--- config.mk ---
export PLATFORM = sky130hd
export DESIGN_NAME = fp_mul_seq_flat
export DESIGN_NICKNAME = d
export VERILOG_FILES = /design/src/rtl/fp_mul_seq_if.sv /design/src/rtl/fp_mul_seq.sv /design/src/flat_wrapper.sv
export SDC_FILE = /design/constraint.sdc
export NUM_CORES = 1
export LEC_CHECK = 0
export ABC_AREA = 1
export BUFFER_PORTS_ARGS = -buffer_cell sky130_fd_sc_hd__buf_4
export CAP_MARGIN = 20
export CORE_AREA = 2 2 171 299
export DETAILED_ROUTE_END_ITERATION = 16
export DIE_AREA = 0 0 173 301
export GPL_TIMING_DRIVEN = 1
export PLACE_DENSITY_LB_ADDON = 0.08
export SLEW_MARGIN = 20
export SYNTH_ARGS = -nofsm -noshare
export SYNTH_HDL_FRONTEND = slang
export SYNTH_SLANG_ARGS = --single-unit
--- constraint.sdc ---
create_clock -name clk -period 5.72 [get_ports clk]
set_clock_uncertainty 0.05 [all_clocks]
set_input_delay 0.286 -clock clk [delete_from_list [all_inputs] [get_ports clk]]
set_output_delay 0.286 -clock clk [all_outputs]
set_load 0.1 [all_outputs]
--- src/rtl/fp_mul_seq_if.sv ---
// fp_mul_seq_if: operand/result handshake bundle for the sequential FP multiplier.
//   A, B       : binary32 operands, sampled on the accept edge
//   in_valid   : operands valid            in_ready : unit idle, can accept
//   result     : packed binary32 product   out_valid: result valid
//   out_ready  : consumer takes result     busy     : operation in flight
// master = producer/consumer side (testbench, ALU), slave = multiplier.
interface fp_mul_seq_if;
    logic [31:0] A;
    logic [31:0] B;
    logic        in_valid;
    logic        in_ready;
    logic [31:0] result;
    logic        out_valid;
    logic        out_ready;
    logic        busy;

    modport master (
        output A, B, in_valid, out_ready,
        input  in_ready, result, out_valid, busy
    );

    modport slave (
        input  A, B, in_valid, out_ready,
        output in_ready, result, out_valid, busy
    );
endinterface

--- src/rtl/fp_mul_seq.sv ---
// fp_mul_seq: sequential binary32 multiplier, one shift-add partial product per clock.
// Number conventions match the combinational divider: hidden bit from a non-zero
// exponent, 8-bit wrapping exponent, truncation, no NaN/Inf handling.
// Ports:
//   clk  : clock, rising edge
//   rst  : synchronous active-high reset
//   bus  : fp_mul_seq_if.slave (operands in, result out, busy)
// Flow: IDLE --accept--> MUL (24 cycles) --> NORM (1 cycle) --> DONE --take--> IDLE
module fp_mul_seq (
    input  logic         clk,
    input  logic         rst,
    fp_mul_seq_if.slave  bus
);

    typedef enum logic [1:0] {IDLE, MUL, NORM, DONE} state_t;

    state_t      state_q, state_d;
    logic        sign_q, sign_d;
    logic        z_q, z_d;
    logic [7:0]  ea_q, ea_d, eb_q, eb_d;
    logic [23:0] ma_q, ma_d, mb_q, mb_d;
    logic [47:0] p_q, p_d;
    logic [4:0]  cnt_q, cnt_d;
    logic [31:0] result_q, result_d;

    logic [7:0]  exp_n;
    logic [22:0] mant_n;

    // State register
    always_ff @(posedge clk) begin
        if (rst) state_q <= IDLE;
        else     state_q <= state_d;
    end

    // Next-state logic
    always_comb begin
        state_d = state_q;
        unique case (state_q)
            IDLE:    if (bus.in_valid)          state_d = MUL;
            MUL:     if (cnt_q == 5'd23)        state_d = NORM;
            NORM:                               state_d = DONE;
            DONE:    if (bus.out_ready)         state_d = IDLE;
            default:                            state_d = IDLE;
        endcase
    end

    // Outputs decoded from state
    always_comb begin
        bus.in_ready  = (state_q == IDLE);
        bus.out_valid = (state_q == DONE);
        bus.busy      = (state_q != IDLE);
        bus.result    = result_q;
    end

    // Normalization: -127 mod 256 is +129; P[47] set means the product is in [2,4)
    assign exp_n  = ea_q + eb_q + 8'd129 + {7'd0, p_q[47]};
    assign mant_n = p_q[47] ? p_q[46:24] : p_q[45:23];

    // Datapath next-state
    always_comb begin
        sign_d   = sign_q;
        z_d      = z_q;
        ea_d     = ea_q;
        eb_d     = eb_q;
        ma_d     = ma_q;
        mb_d     = mb_q;
        p_d      = p_q;
        cnt_d    = cnt_q;
        result_d = result_q;
        unique case (state_q)
            IDLE: begin
                if (bus.in_valid) begin
                    sign_d = bus.A[31] ^ bus.B[31];
                    ea_d   = bus.A[30:23];
                    eb_d   = bus.B[30:23];
                    ma_d   = {|bus.A[30:23], bus.A[22:0]};
                    mb_d   = {|bus.B[30:23], bus.B[22:0]};
                    z_d    = (bus.A[30:0] == 31'd0) | (bus.B[30:0] == 31'd0);
                    p_d    = 48'd0;
                    cnt_d  = 5'd0;
                end
            end
            MUL: begin
                // 24x24 product fits in 48 bits, so the add never overflows
                if (mb_q[cnt_q]) p_d = p_q + (48'(ma_q) << cnt_q);
                cnt_d = cnt_q + 5'd1;
            end
            NORM: begin
                result_d = z_q ? {sign_q, 31'd0} : {sign_q, exp_n, mant_n};
            end
            default: ;
        endcase
    end

    always_ff @(posedge clk) begin
        if (rst) begin
            sign_q   <= 1'b0;
            z_q      <= 1'b0;
            ea_q     <= 8'd0;
            eb_q     <= 8'd0;
            ma_q     <= 24'd0;
            mb_q     <= 24'd0;
            p_q      <= 48'd0;
            cnt_q    <= 5'd0;
            result_q <= 32'd0;
        end else begin
            sign_q   <= sign_d;
            z_q      <= z_d;
            ea_q     <= ea_d;
            eb_q     <= eb_d;
            ma_q     <= ma_d;
            mb_q     <= mb_d;
            p_q      <= p_d;
            cnt_q    <= cnt_d;
            result_q <= result_d;
        end
    end

endmodule

--- src/flat_wrapper.sv ---
// flat-port wrapper written by rule: the top's interface ports become plain ports
module fp_mul_seq_flat 
  (clk, rst, bus_A, bus_B, bus_in_valid, bus_out_ready, bus_in_ready, bus_result, bus_out_valid, bus_busy);
  fp_mul_seq_if bus_i ();
  input  logic clk;
  input  logic rst;
  input wire logic [$bits(bus_i.A)-1:0] bus_A;
  input wire logic [$bits(bus_i.B)-1:0] bus_B;
  input wire logic [$bits(bus_i.in_valid)-1:0] bus_in_valid;
  input wire logic [$bits(bus_i.out_ready)-1:0] bus_out_ready;
  output wire logic [$bits(bus_i.in_ready)-1:0] bus_in_ready;
  output wire logic [$bits(bus_i.result)-1:0] bus_result;
  output wire logic [$bits(bus_i.out_valid)-1:0] bus_out_valid;
  output wire logic [$bits(bus_i.busy)-1:0] bus_busy;
  assign bus_i.A = bus_A;
  assign bus_i.B = bus_B;
  assign bus_i.in_valid = bus_in_valid;
  assign bus_i.out_ready = bus_out_ready;
  assign bus_in_ready = bus_i.in_ready;
  assign bus_result = bus_i.result;
  assign bus_out_valid = bus_i.out_valid;
  assign bus_busy = bus_i.busy;
  fp_mul_seq u_core (.clk(clk), .rst(rst), .bus(bus_i));
endmodule
; Word-level counts from Yosys, hierarchy flattened
; Index checks and enable logic that the tools add are counted.
[word_totals]
reg_bits = 153
latch_bits = 0
mem_bits_rw = 0
romBits = 0
input_bits = 68
out_inout_bits = 35
word_cells = 51
memories = 0
[op_classes]
n_addsub = 5
n_mul = 0
n_div = 0
order_cmp = 1
n_eq_ne = 8
shifts = 1
muxes = 13
bitwise = 2
n_reduce_logical = 11
[ops]
columns = op, count
row1 = 2-to-1 mux 48 bit, 2
row2 = case mux 48 bit (2 select lines), 1
row3 = zero test 31 bit, 2
row4 = adder 48 bit, 1
row5 = left shift 24 x 5 -> 48 bit, 1
row6 = 2-to-1 mux 31 bit, 1
row7 = 2-to-1 mux 23 bit, 1
row8 = OR reduction 8 bit, 2
row9 = case mux 5 bit (2 select lines), 1
row10 = adder 8 x 1 -> 8 bit, 1
row11 = adder 8 bit, 1
row12 = adder 8 bit (second input constant), 1
row13 = case mux 2 bit (4 select lines), 1
row14 = less-than comparator 5 x 6 -> 1 bit (second input constant), 1
row15 = 2-to-1 mux 2 bit, 3
row16 = AND reduction 3 bit, 2
row17 = adder 5 x 1 -> 5 bit (second input constant), 1
row18 = binary-select mux 1 bit (select 5 bit), 1
row19 = equality test 5 bit (second input constant), 1
row20 = 2-to-1 mux 5 bit, 1
row21 = equality test 2 bit (second input constant), 2
row22 = != test 2 x 1 -> 1 bit (second input constant), 2
row23 = != test 2 bit (second input constant), 2
row24 = AND reduction 2 bit, 2
row25 = other kinds (6), 7

; Longest topological paths before layout
; Gate-level depths: netlist of the first run.
[depth]
depth_word = 4
mapped_depth = 27
mapped_depth_nobuf = 25

; Worst setup path before layout of the first run
; No wires, ideal clock.
[synth_timing]
path_kind = reg2reg
startpoint = register u_core.cnt_q[0]
endpoint = register u_core.p_q[47]
setup_time_ns = 0.132
arrival_time_ns = 2.774
t_required_ns = 5.538
path_slack_ns = 2.763
path_stages_with_launch = 24
path_buffers = 3
synth_period_minus_slack_ns = 2.957
cell_sequence = dfxtp_1 > buf_6 > buf_6 > buf_4 > mux2i_1 > nand2_1 > o21ai_0 > nor2_1 > a31oi_1 > nand2_1 > nand3_1 > o21ai_0 > ha_1 > nand2_1 > nor2_1 > inv_1 > nor2_1 > nand2_1 > nor2_1 > nand2_1 > nand3_1 > nand2_1 > nand3_1 > a21oi_1
[synth_via]
elab_chain_cells = 4
elab_cells_between_ends = 8
classes_between = add/sub: 1 / eq/ne: 1 / shift: 1 / mux: 4 / reduce/logical: 1
[synth_lines]
columns = element, line_no
row1 = from (decl), fp_mul_seq.sv:23  ; logic [4:0] cnt_q, cnt_d;
row2 = from (signal assigned), fp_mul_seq.sv:114  ; cnt_q <= cnt_d;
row3 = left shift 24 x 5 -> 48 bit or binary-select mux 1 bit (select 5 bit) (tied branches), fp_mul_seq.sv:85  ; if (mb_q[cnt_q]) p_d = p_q + (48'(ma_q) << cnt_q);
row4 = adder 48 bit or 2-to-1 mux 1 bit (tied branches), fp_mul_seq.sv:85
row5 = 2-to-1 mux 48 bit or != test 2 x 1 -> 1 bit (tied branches), --
row6 = case mux 48 bit (2 select lines) or AND reduction 3 bit (tied branches), --
row7 = to (signal assigned), fp_mul_seq.sv:113  ; p_q <= p_d;
row8 = to (decl), fp_mul_seq.sv:22  ; logic [47:0] p_q, p_d;
; Parallel ways exist; a longest one is shown, timed or not. The select of a mux whose other input is x is not followed.
; A chain may end at the register's enable or synchronous reset.

; Worst setup path after layout of the first run
[layout_timing]
startpoint = register u_core.cnt_q[1]
endpoint = register u_core.p_q[35]
; The elaborated chain is that of the path after synthesis.

==> out/metrics.yaml, run 1 <==
hold_viol_final: 0
fin_util_pct: 27.9
drcViolationCount: 0
ys_seq_area_share_pct: 25.9
dpl.hpwl_um: 39500
die_w_um: 173
layout-drive-gt1-share_pct: 7.74
hold_class: "input pin to flop"
synth-xor-area-share_pct: 1.85
antenna_cells: 0
design.portCount: 103
syn_inst: 2027
synth-simple-area-share_pct: 35.5
antenna_found_initial: 0
regToRegSetupSlack_ns: 1.31
min_period_over_period_pct: 77.1
vias: 12700
place.gp.congestion: 0.914
ys.flop_type: "dfxtp_1"
tightest_slew_ns: 0.925
clk_pin_slew_ns: 0.07
cp.required_ns: 6.05
yosys_register_bits: 153
synth_top_family_by_area: "simple AND/OR/NAND/NOR gates"
critPathMaxStageDelay_ns: 0.65
clock_path_buffers: 2
clock_sinks: 153
cts_htree_levels: 4
grt_pass1_vias: 12800
fin_crit_ns: 4.41
start_util_pct: 23.9
crit_buf_inv: 2
die-area_um2: 52100
p_leak_nw: 6.58
ys_async_sr_fraction_pct: 0
cts_setup_buffers: 0
clk_latency_ns: 0.46
hold_buffers: 0
syn_avg_cell_area_um2: 5.84
cp-end-kind: "flop"
wl_per_cell_um: 17.7
powerDensity_nw_per_um2: 333
crit_family: "simple AND/OR/NAND/NOR gates"
seq_area_um2: 3060
slew_viol_final: 0
slew_headroom_pct: 38.0
fillers: 5869
irDropWorstVdd_mv: 0.232
outcome: "finished clean"
fmax_mhz: 227
rows: 108
muxShareOfSynthArea_pct: 1.02
core-area_um2: 49500
synthAdderAreaFrac_pct: 7.32
reg2regPathDepth: 17
cts_resized: 0
crit_type: "flop to flop"
arrival_ns: 4.74
reg2reg_from: "u_core.cnt_q[1]"
ant_nets: 0
worstPathCellList: "inv_1 > o21ai_0 > o21ai_0 > nand2_1 > o21ai_0 > nor2_1 > ha_1 > nand2_1 > nor2_1 > inv_1 > nor2_1 > nand4_1 > nand3_1 > nand2_1 > nand3b_1 > nand3_1 > a21oi_1"
cap_violations: 0
drt_iter0_markers: 459
rsz0062_at_grt: "false"
grt_overflow: 0
viasPerCell: 4.59
start_kind: "flop"
final_nets: 2216
yosysWarnings: 0
cp_max_fo: 33
endpoint: "u_core.p_q[35]"
first_pass_iters: 5
grt_max_degree: 83
die_h_um: 301
cts_buffers: 17
syn_nets: 2163
synth_area_um2: 11800
r2r_end: "u_core.p_q[35]"
port_buffers: 102
crit_start: "u_core.cnt_q[1]"
synth_compound_area_share_pct: 16.0
synth_edf_count: 0
wirelength_um: 48800
grt_pass1_wl_um: 74500
setup_viol: 0
crit_slowest_cell: "inv_1"
crit_cells: 17
yosysUniqueCellTypes: 34
grtUsageTotal_pct: 18.9
syn2layout_area_growth_pct: 16.5
cts_tree: "done"
tns_ns: 0
multi_input_area_um2: 7310
root_buffer: "clkbuf_16"
==> worst min-delay path: stages <==
cell and delay (ns):
buf_4 0.11, inv_1 0.04, a21oi_1 0.05
==> sequential cells by signal, summed over array words and instances (netlist names) <==
register	flops
u_core.p_q	48
u_core.bus.result	32
u_core.state_q	2
u_core.ea_q	8
u_core.z_q	1
u_core.sign_q	1
u_core.mb_q	24
u_core.cnt_q	5
u_core.eb_q	8
u_core.ma_q	24
==> layout make-up <==
type,instances,area share (%)
multi-input cells,1504,53.0
flip-flops and latches,153,22.2
inverters,288,7.84
repair buffers,116,6.34
well taps,660,5.99
clock buffers,17,3.08
clock inverters,15,1.55
==> routing by layer <==
metal | part of all wire, % | routed length (µm) | track usage, %
met2 | 55 | 26700 | 37.8
met4 | 5.0 | 2460 | 9.99
met1 | 38 | 18600 | 18.9
met3 | 2.2 | 1090 | 2.01
met5 | 0 | 0 | 0
==> kinds of logic after synthesis <==
kind of cell             after synthesis
AO/OA/AOI/OAI                        365
XOR/XNOR                              25
adder cells (fa/ha/maj)               68
buffers and inverters                370
flip-flops                           153
multiplexers                          12
AND/OR/NAND/NOR                     1034
==> Yosys cell counts (4+ instances only) <==
| library cell | n | area [µm²] |
|---|---|---|
| dfxtp_1 | 153 | 3060 |
| o22ai_1 | 8 | 50.1 |
| nor3_1 | 17 | 85.1 |
| o21bai_1 | 5 | 37.5 |
| buf_2 | 13 | 65.1 |
| clkinv_1 | 4 | 15.0 |
| a21oi_2 | 6 | 52.6 |
| mux2i_1 | 12 | 120 |
| o21ai_0 | 162 | 811 |
| a31oi_1 | 8 | 50.1 |
| xor2_1 | 22 | 193 |
| nor4_1 | 17 | 106 |
| buf_6 | 8 | 90.1 |
| nand4_1 | 12 | 75.1 |
| nand3b_1 | 12 | 90.1 |
| clkbuf_1 | 52 | 195 |
| inv_1 | 281 | 1050 |
| ha_1 | 66 | 826 |
| buf_1 | 7 | 26.3 |
| a21oi_1 | 170 | 851 |
| nand2_1 | 642 | 2410 |
| or2_2 | 4 | 25.0 |
| nor2_1 | 202 | 758 |
| nand3_1 | 124 | 621 |
==> how the worst min path moves through the flow <==
stage	slack, ns	to	cells past startpoint	from
4_1_cts	0.008	u_core.ma_q[3]	3	bus_A[3]
3_5_place_dp	0.40	u_core.mb_q[10]	2	u_core.mb_q[10]
5_1_grt	0.02	u_core.ma_q[3]	3	bus_A[3]
6_report	0.03	u_core.ma_q[3]	3	bus_A[3]
3_3_place_gp	0.39	u_core.mb_q[2]	2	u_core.mb_q[2]
2_1_floorplan	0.36	u_core.ma_q[16]	2	bus_A[16]
==> report_power, final <==
part           total (mW)  internal (mW)  switching (mW)
Combinational        1.99          0.556            1.44
Clock                1.28          0.707           0.568
Sequential           1.33           1.23          0.0969
==> per-stage QoR <==
stage	hold slack [ns]	setup WS, ns	total power, mW	instance area, µm²	cells
floorplan	0.364	2.76	2.81	11800	2027
finish	0.0342	1.31	4.60	13800	2753
CTS	0.00845	1.19	4.69	13800	2753
global route	0.0237	0.903	4.95	13800	2753
detailed placement	0.396	1.20	3.38	13100	2721
global placement	0.394	1.17	3.38	13100	2721
==> cell usage in the layout (no fill, tap or decap), types with 2 or more instances in the layout <==
| cell | instances |
|---|---|
| and2_1 | 2 |
| xnor2_1 | 3 |
| fa_1 | 2 |
| inv_8 | 2 |
| nand3_1 | 124 |
| nand2_1 | 641 |
| clkinv_1 | 4 |
| clkbuf_16 | 17 |
| nand4_1 | 12 |
| nor2_1 | 202 |
| o21bai_1 | 5 |
| buf_4 | 115 |
| o21a_1 | 2 |
| o22ai_1 | 8 |
| dfxtp_1 | 153 |
| o21ai_0 | 162 |
| inv_2 | 3 |
| a31oi_1 | 8 |
| a21oi_2 | 5 |
| a21o_1 | 2 |
| clkinv_4 | 4 |
| nor4_1 | 17 |
| xor2_1 | 22 |
| nand3b_1 | 12 |
| inv_1 | 281 |
| or2_1 | 2 |
| or2_2 | 4 |
| inv_6 | 3 |
| clkinv_8 | 2 |
| mux2i_1 | 12 |
| nor3_1 | 17 |
| a21oi_1 | 170 |
| bufinv_16 | 3 |
| ha_1 | 66 |
Power figures use the tool's default switching activity.
==> run 2: changes to the inputs <==
- clock period: 5.72 -> 3.9 ns (I/O delays scaled with it)
==> out/metrics.yaml, run 2 (synthesis gave the netlist of run 1 again) <==
outcome: "finished clean"
largest_register_ffs: 48  # unchanged
fin_crit_ns: 3.66  # -0.746 ns
viasPerCell: 4.56  # -0.67%
placed_area_um2: 13600  # +3.7%
cp-end-kind: "flop"
wl_per_cell_um: 17.5  # -1.6%
crit_type: "flop to flop"
irDropWorstVdd_mv: 0.311  # +34%
final_nets: 2332  # +5.2%
cap_violations: 0  # unchanged
slew_viol_final: 0  # unchanged
cp_max_fo: 28  # -15%
hold_viol_final: 0  # unchanged
dpl.hpwl_um: 41000  # +3.7%
final_cell_mix: "640 x nand2_1, 280 x inv_1, 189 x nor2_1"
fillers: 5738  # -2.2%
antenna_found_initial: 0  # unchanged
drt_iter0_markers: 561  # +22%
die_h_um: 301  # unchanged
clkPwrFrac_pct: 25.1  # -2.6 points
port_buffers: 102  # unchanged
ant_nets: 0  # unchanged
p_sw_share_pct: 46.4  # +0.71 points
root_buffer: "clkbuf_16"
drcViolationCount: 0  # unchanged
rsz0062_at_grt: "false"
syn2layout_area_growth_pct: 26.1
min_period_over_period_pct: 93.9  # +17 points
stdcell_count: 2869  # +4.2%
vias: 13100  # +3.5%
drt-met1-wl_um: 18400  # -1.1%
fmax_mhz: 273  # +20%
rows: 108  # unchanged
routed.top_layer: "met4"
layout_commonest_cell: "nand2_1"
regToRegSetupSlack_ns: 0.24  # -1.07 ns
cts_buffers: 17  # unchanged
core-area_um2: 49500  # unchanged
design.portCount: 103  # unchanged
wl_met3_um: 1420  # +30%
die-area_um2: 52100  # unchanged
clock_path_buffers: 2  # unchanged
antenna_cells: 0  # unchanged
cts_tree: "done"
wirelength_um: 50100  # +2.5%
clock_sinks: 153  # unchanged
grt_pass1_vias: 13300  # +3.6%
start_kind: "flop"
max_flop_register: "u_core.p_q"
die_w_um: 173  # unchanged
place_ws_ns: -0.265  # -1.46 ns
fin_ws_ns: 0.238  # -1.07 ns
cp.required_ns: 4.17  # -1.88 ns
setup_viol: 0  # unchanged
cts_htree_levels: 4  # unchanged
powerDensity_nw_per_um2: 455  # +37%
clk_pin_slew_ns: 0.08  # about the same
layout-drive-gt1-share_pct: 11.7  # +3.9 points
place_inst: 2779  # +2.1%
fin_area_um2: 14900  # +8.2%
place.gp.congestion: 0.929  # +1.7%
hold_class: "input pin to flop"
grt_pass1_wl_um: 76700  # +3.0%
start_util_pct: 23.9  # unchanged
grtUsageTotal_pct: 19.5  # +0.55 points
tns_ns: 0  # unchanged
arrival_ns: 3.93  # -0.81 ns
timing.hold.ws_ns: 0.00902  # -0.0251 ns
first_pass_iters: 5  # unchanged
grt_overflow: 0  # unchanged
slew_headroom_pct: 45.5  # +7.5 points
p_sw_mw: 3.15  # +50%
grt_max_degree: 82  # -1.2%
clk_latency_ns: 0.47  # about the same
tightest_slew_ns: 0.817  # -0.107 ns
p_leak_nw: 7.13  # +8.3%
combPwrFrac_pct: 45.9  # +2.6 points
fin_total_pwr_mw: 6.80  # +48%
sequentialPowerShare_pct: 29.0  # about the same
p_int_mw: 3.64  # +46%
fin_util_pct: 30.2  # +2.3 points
route.met2.wl_um: 28200  # +5.7%
==> run 2: changes by cell type in the layout (fill, tap and decap cells not counted), moves of 4 or more <==
cell / previous run / this run
o21ai_0: 162 / 144
nor2_2: 0 / 12
a31oi_2: 0 / 5
mux2i_2: 0 / 4
buf_12: 0 / 4
mux2i_1: 12 / 8
a31oi_1: 8 / 3
dlygate4sd3_1: 0 / 57
buf_4: 115 / 170
nor2_1: 202 / 189
o21ai_1: 0 / 15
==> run 2: layout make-up <==
type	instances	area, µm²	share of cell area, %
inverters	288	1080	7.26
flip-flops and latches	153	3070	20.5
well taps	660	826	5.53
clock buffers	18	439	2.94
clock inverters	14	129	0.864
multi-input cells	1504	7440	49.9
repair buffers	232	1940	13.0
==> run 2: per-layer routing <==
metal  GRT usage, %  vias to the layer above
met1           18.9                     5991
met5              0                        -
li1               -                     6789
met2           40.1                      252
met4           8.54                        0
met3           2.58                       63
==> run 2: power groups by stage <==
| stage | sequential, mW | combinational, mW | clock (mW) |
|---|---|---|---|
| global route | 2.00 | 3.50 | 1.80 |
| CTS | 1.97 | 3.14 | 1.75 |
| floorplan | 2.12 | 2.00 | 0 |
| finish | 1.97 | 3.12 | 1.70 |
| global placement | 2.00 | 3.07 | 0 |
| detailed placement | 2.00 | 3.06 | 0 |
==> run 2: timing repair <==
item,in CTS,in global routing
pin swaps,1,1
buffers inserted,1,0
endpoints found under the hold margin,56,0
hold buffers,57,0
setup endpoints to repair,19,31
resized for setup,11,48
==> run 2: final timing paths <==
check	depth (start not counted)	end	startpoint
setup / recovery	20	u_core.p_q[43]	u_core.cnt_q[0]
hold reg to reg	2	u_core.mb_q[10]	u_core.mb_q[10]
setup reg to reg	20	u_core.p_q[43]	u_core.cnt_q[0]
hold / removal	3	u_core.ma_q[7]	bus_A[7]
==> run 2: critical path: stages, from the launching register on <==
cell	delay, ns
dfxtp_2	0.39
buf_12	0.19
mux2i_1	0.24
o21ai_0	0.13
nand2_1	0.09
o21ai_0	0.17
o21ai_2	0.29
o22ai_2	0.18
buf_4	0.18
ha_1	0.38
nand2_1	0.13
inv_1	0.09
nand2_1	0.14
nor2_1	0.24
nand2_1	0.10
nor2_1	0.10
nand2_1	0.11
nand3_1	0.12
nand2_1	0.05
nand3_1	0.07
a21oi_1	0.07
==> run 3: changes to the inputs <==
==> constraint.sdc (replaced) <==
create_clock -name clk -period 4.75 [get_ports clk]
set_clock_uncertainty 0.05 [all_clocks]
set_input_delay 0.2375 -clock clk [delete_from_list [all_inputs] [get_ports clk]]
set_output_delay 0.2375 -clock clk [all_outputs]
set_load 0.01 [all_outputs]
==> out/metrics.yaml, run 3 (synthesis gave the netlist of run 1 again) <==
first_pass_iters: 5  # unchanged
grt_max_degree: 71  # -13%
die_h_um: 301  # unchanged
wl_per_cell_um: 17.7  # +1.3%
rsz0062_at_grt: "false"
max_flop_register: "u_core.p_q"
layout_commonest_cell: "nand2_1"
r2r_end: "u_core.p_q[34]"
critPathMaxStageDelay_ns: 0.55  # +0.16 ns
grt_util_met3_pct: 2.11  # -0.47 points
grt_pass1_wl_um: 74500  # -2.9%
cp.required_ns: 5.00  # +0.83 ns
grt.met1_usage_pct: 19.3  # +0.44 points
arrival_ns: 4.53  # +0.60 ns
cts_htree_levels: 4  # unchanged
hold_depth: 3  # unchanged
irDropWorstVdd_mv: 0.170  # -45%
slew_headroom_pct: 39.3  # -6.3 points
die_w_um: 173  # unchanged
cp_max_fo: 25  # -11%
cts_setup_buffers: 0  # -1
grt_util_met2_pct: 37.6  # -2.5 points
clkPwrFrac_pct: 27.4  # +2.3 points
clk_latency_ns: 0.46  # about the same
largest_register_ffs: 48  # unchanged
fmax_mhz: 234  # -14%
top_usage_layer: "met2"
cpMostUsedCell: "nand2_1"
final_nets: 2248  # -3.6%
hp-start: "bus_B[26]"
combPwrFrac_pct: 41.9  # -4.0 points
start_util_pct: 23.9  # unchanged
drcViolationCount: 0  # unchanged
clock_path_buffers: 2  # unchanged
worstPathCellList: "buf_4 > mux2i_1 > o21ai_0 > nand2_1 > o21ai_0 > o21ai_0 > nor2_1 > ha_1 > nand2_1 > nor2_1 > nand3_1 > nand3_1 > nand2_1 > nand2_1 > nand2_1 > nand2_1 > nand2_1 > nand3_1 > a21oi_1"
grt_overflow: 0  # unchanged
p_int_mw: 2.93  # -20%
crit_slowest_cell: "o21ai_0"
setup_viol: 0  # unchanged
p_leak_nw: 6.71  # -5.9%
port_buffers: 102  # unchanged
core-area_um2: 49500  # unchanged
final_cell_mix: "641 x nand2_1, 281 x inv_1, 202 x nor2_1"
p_sw_share_pct: 44.0  # -2.3 points
ant_nets: 0  # unchanged
fin_util_pct: 28.4  # -1.8 points
drt_iter0_markers: 552  # -1.6%
root_buffer: "clkbuf_16"
start_kind: "flop"
powerDensity_nw_per_um2: 373  # -18%
grt_pass1_vias: 12800  # -3.9%
place.gp.congestion: 0.930  # about the same
cts_buffers: 17  # unchanged
rows: 108  # unchanged
clock_sinks: 153  # unchanged
vias: 12700  # -2.8%
fin_crit_ns: 4.28  # +0.620 ns
outcome: "finished clean"
tightest_slew_ns: 0.909  # +0.0918 ns
hold_class: "input pin to flop"
tns_ns: 0  # unchanged
grtUsageTotal_pct: 18.9  # -0.52 points
min_period_over_period_pct: 90.1  # -3.8 points
cp-end-kind: "flop"
layout-drive-gt1-share_pct: 8.19  # -3.5 points
cts_resized: 0  # -11
design.portCount: 103  # unchanged
clk_pin_slew_ns: 0.07  # about the same
holdPathEnd: "u_core.eb_q[3]"
fin_total_pwr_mw: 5.24  # -23%
sequentialPowerShare_pct: 30.7  # +1.7 points
crit_start: "u_core.cnt_q[0]"
antenna_found_initial: 0  # unchanged
viasPerCell: 4.57  # +0.15%
dpl.hpwl_um: 40100  # -2.2%
reg2regPathDepth: 19  # -5.0%
die-area_um2: 52100  # unchanged
wirelength_um: 49200  # -1.7%
reg2reg_from: "u_core.cnt_q[0]"
p_sw_mw: 2.31  # -27%
cts_tree: "done"
slew_viol_final: 0  # unchanged
regToRegSetupSlack_ns: 0.47  # +0.23 ns
syn2layout_area_growth_pct: 18.6
cap_violations: 0  # unchanged
antenna_cells: 0  # unchanged
crit_type: "flop to flop"
hold_viol_final: 0  # unchanged
## run 3: cell types whose count changed in the layout (fill, tap and decap cells not counted), moves of 5 or more
cell           delta
buf_4            -43
dlygate4sd3_1    -37
o21ai_0          +18
o21ai_1          -15
nor2_1           +13
nor2_2           -12
a31oi_1           +5
a31oi_2           -5
## run 3: worst max path at each step
stage	to	slack [ns]	cells past startpoint
after floorplan	u_core.p_q[47]	1.79	23
after global placement	u_core.p_q[34]	0.43	19
after detailed placement	u_core.p_q[34]	0.45	19
after CTS	u_core.p_q[34]	0.44	19
after global routing	u_core.p_q[34]	0.21	19
final	u_core.p_q[34]	0.47	19
## run 3: area by class of cell
type | instances | area [µm²]
repair buffers | 148 | 1170
flip-flops and latches | 153 | 3060
well taps | 660 | 826
fillers | 5818 | 35400
clock inverters | 15 | 163
inverters | 288 | 1080
clock buffers | 17 | 425
multi-input cells | 1504 | 7310
## run 3: power by group through the flow
| stage | Clock, mW | Combinational [mW] | Sequential (mW) |
|---|---|---|---|
| global route | 1.54 | 2.49 | 1.64 |
| floorplan | 0 | 1.54 | 1.61 |
| finish | 1.43 | 2.19 | 1.61 |
| detailed placement | 0 | 2.21 | 1.64 |
| global placement | 0 | 2.21 | 1.64 |
| CTS | 1.50 | 2.24 | 1.62 |
## run 3: stage by stage
stage	worst slack, ns	hold slack (ns)	instance area, µm²	std cells
finish	0.468	0.0231	14000	2785
CTS	0.436	0.00190	14000	2785
global placement	0.426	0.391	13300	2733
detailed placement	0.451	0.398	13300	2733
global route	0.214	0.0240	14000	2785
floorplan	1.79	0.315	11800	2027
## run 3: routing by layer
layer | vias up | part of all wire, %
met1 | 5812 | 39
met3 | 63 | 2.0
met2 | 232 | 55
li1 | 6624 | -
met4 | 0 | 4.8
met5 | - | 0
## run 3: critical path: cells and delay by family (launching register included)
family / cells / cell delay, ns
multiplexers: 1 / 0.37
AND/OR/NAND/NOR: 12 / 1.75
flip-flops: 1 / 0.34
buffers and inverters: 1 / 0.27
AO/OA/AOI/OAI: 4 / 0.94
adder cells (fa/ha/maj): 1 / 0.40
## run 3: what timing repair did
action                                  in CTS  in global routing
hold buffers                                20                  0
endpoints found under the hold margin       19                  0
endpoints found under the setup margin       0                  0
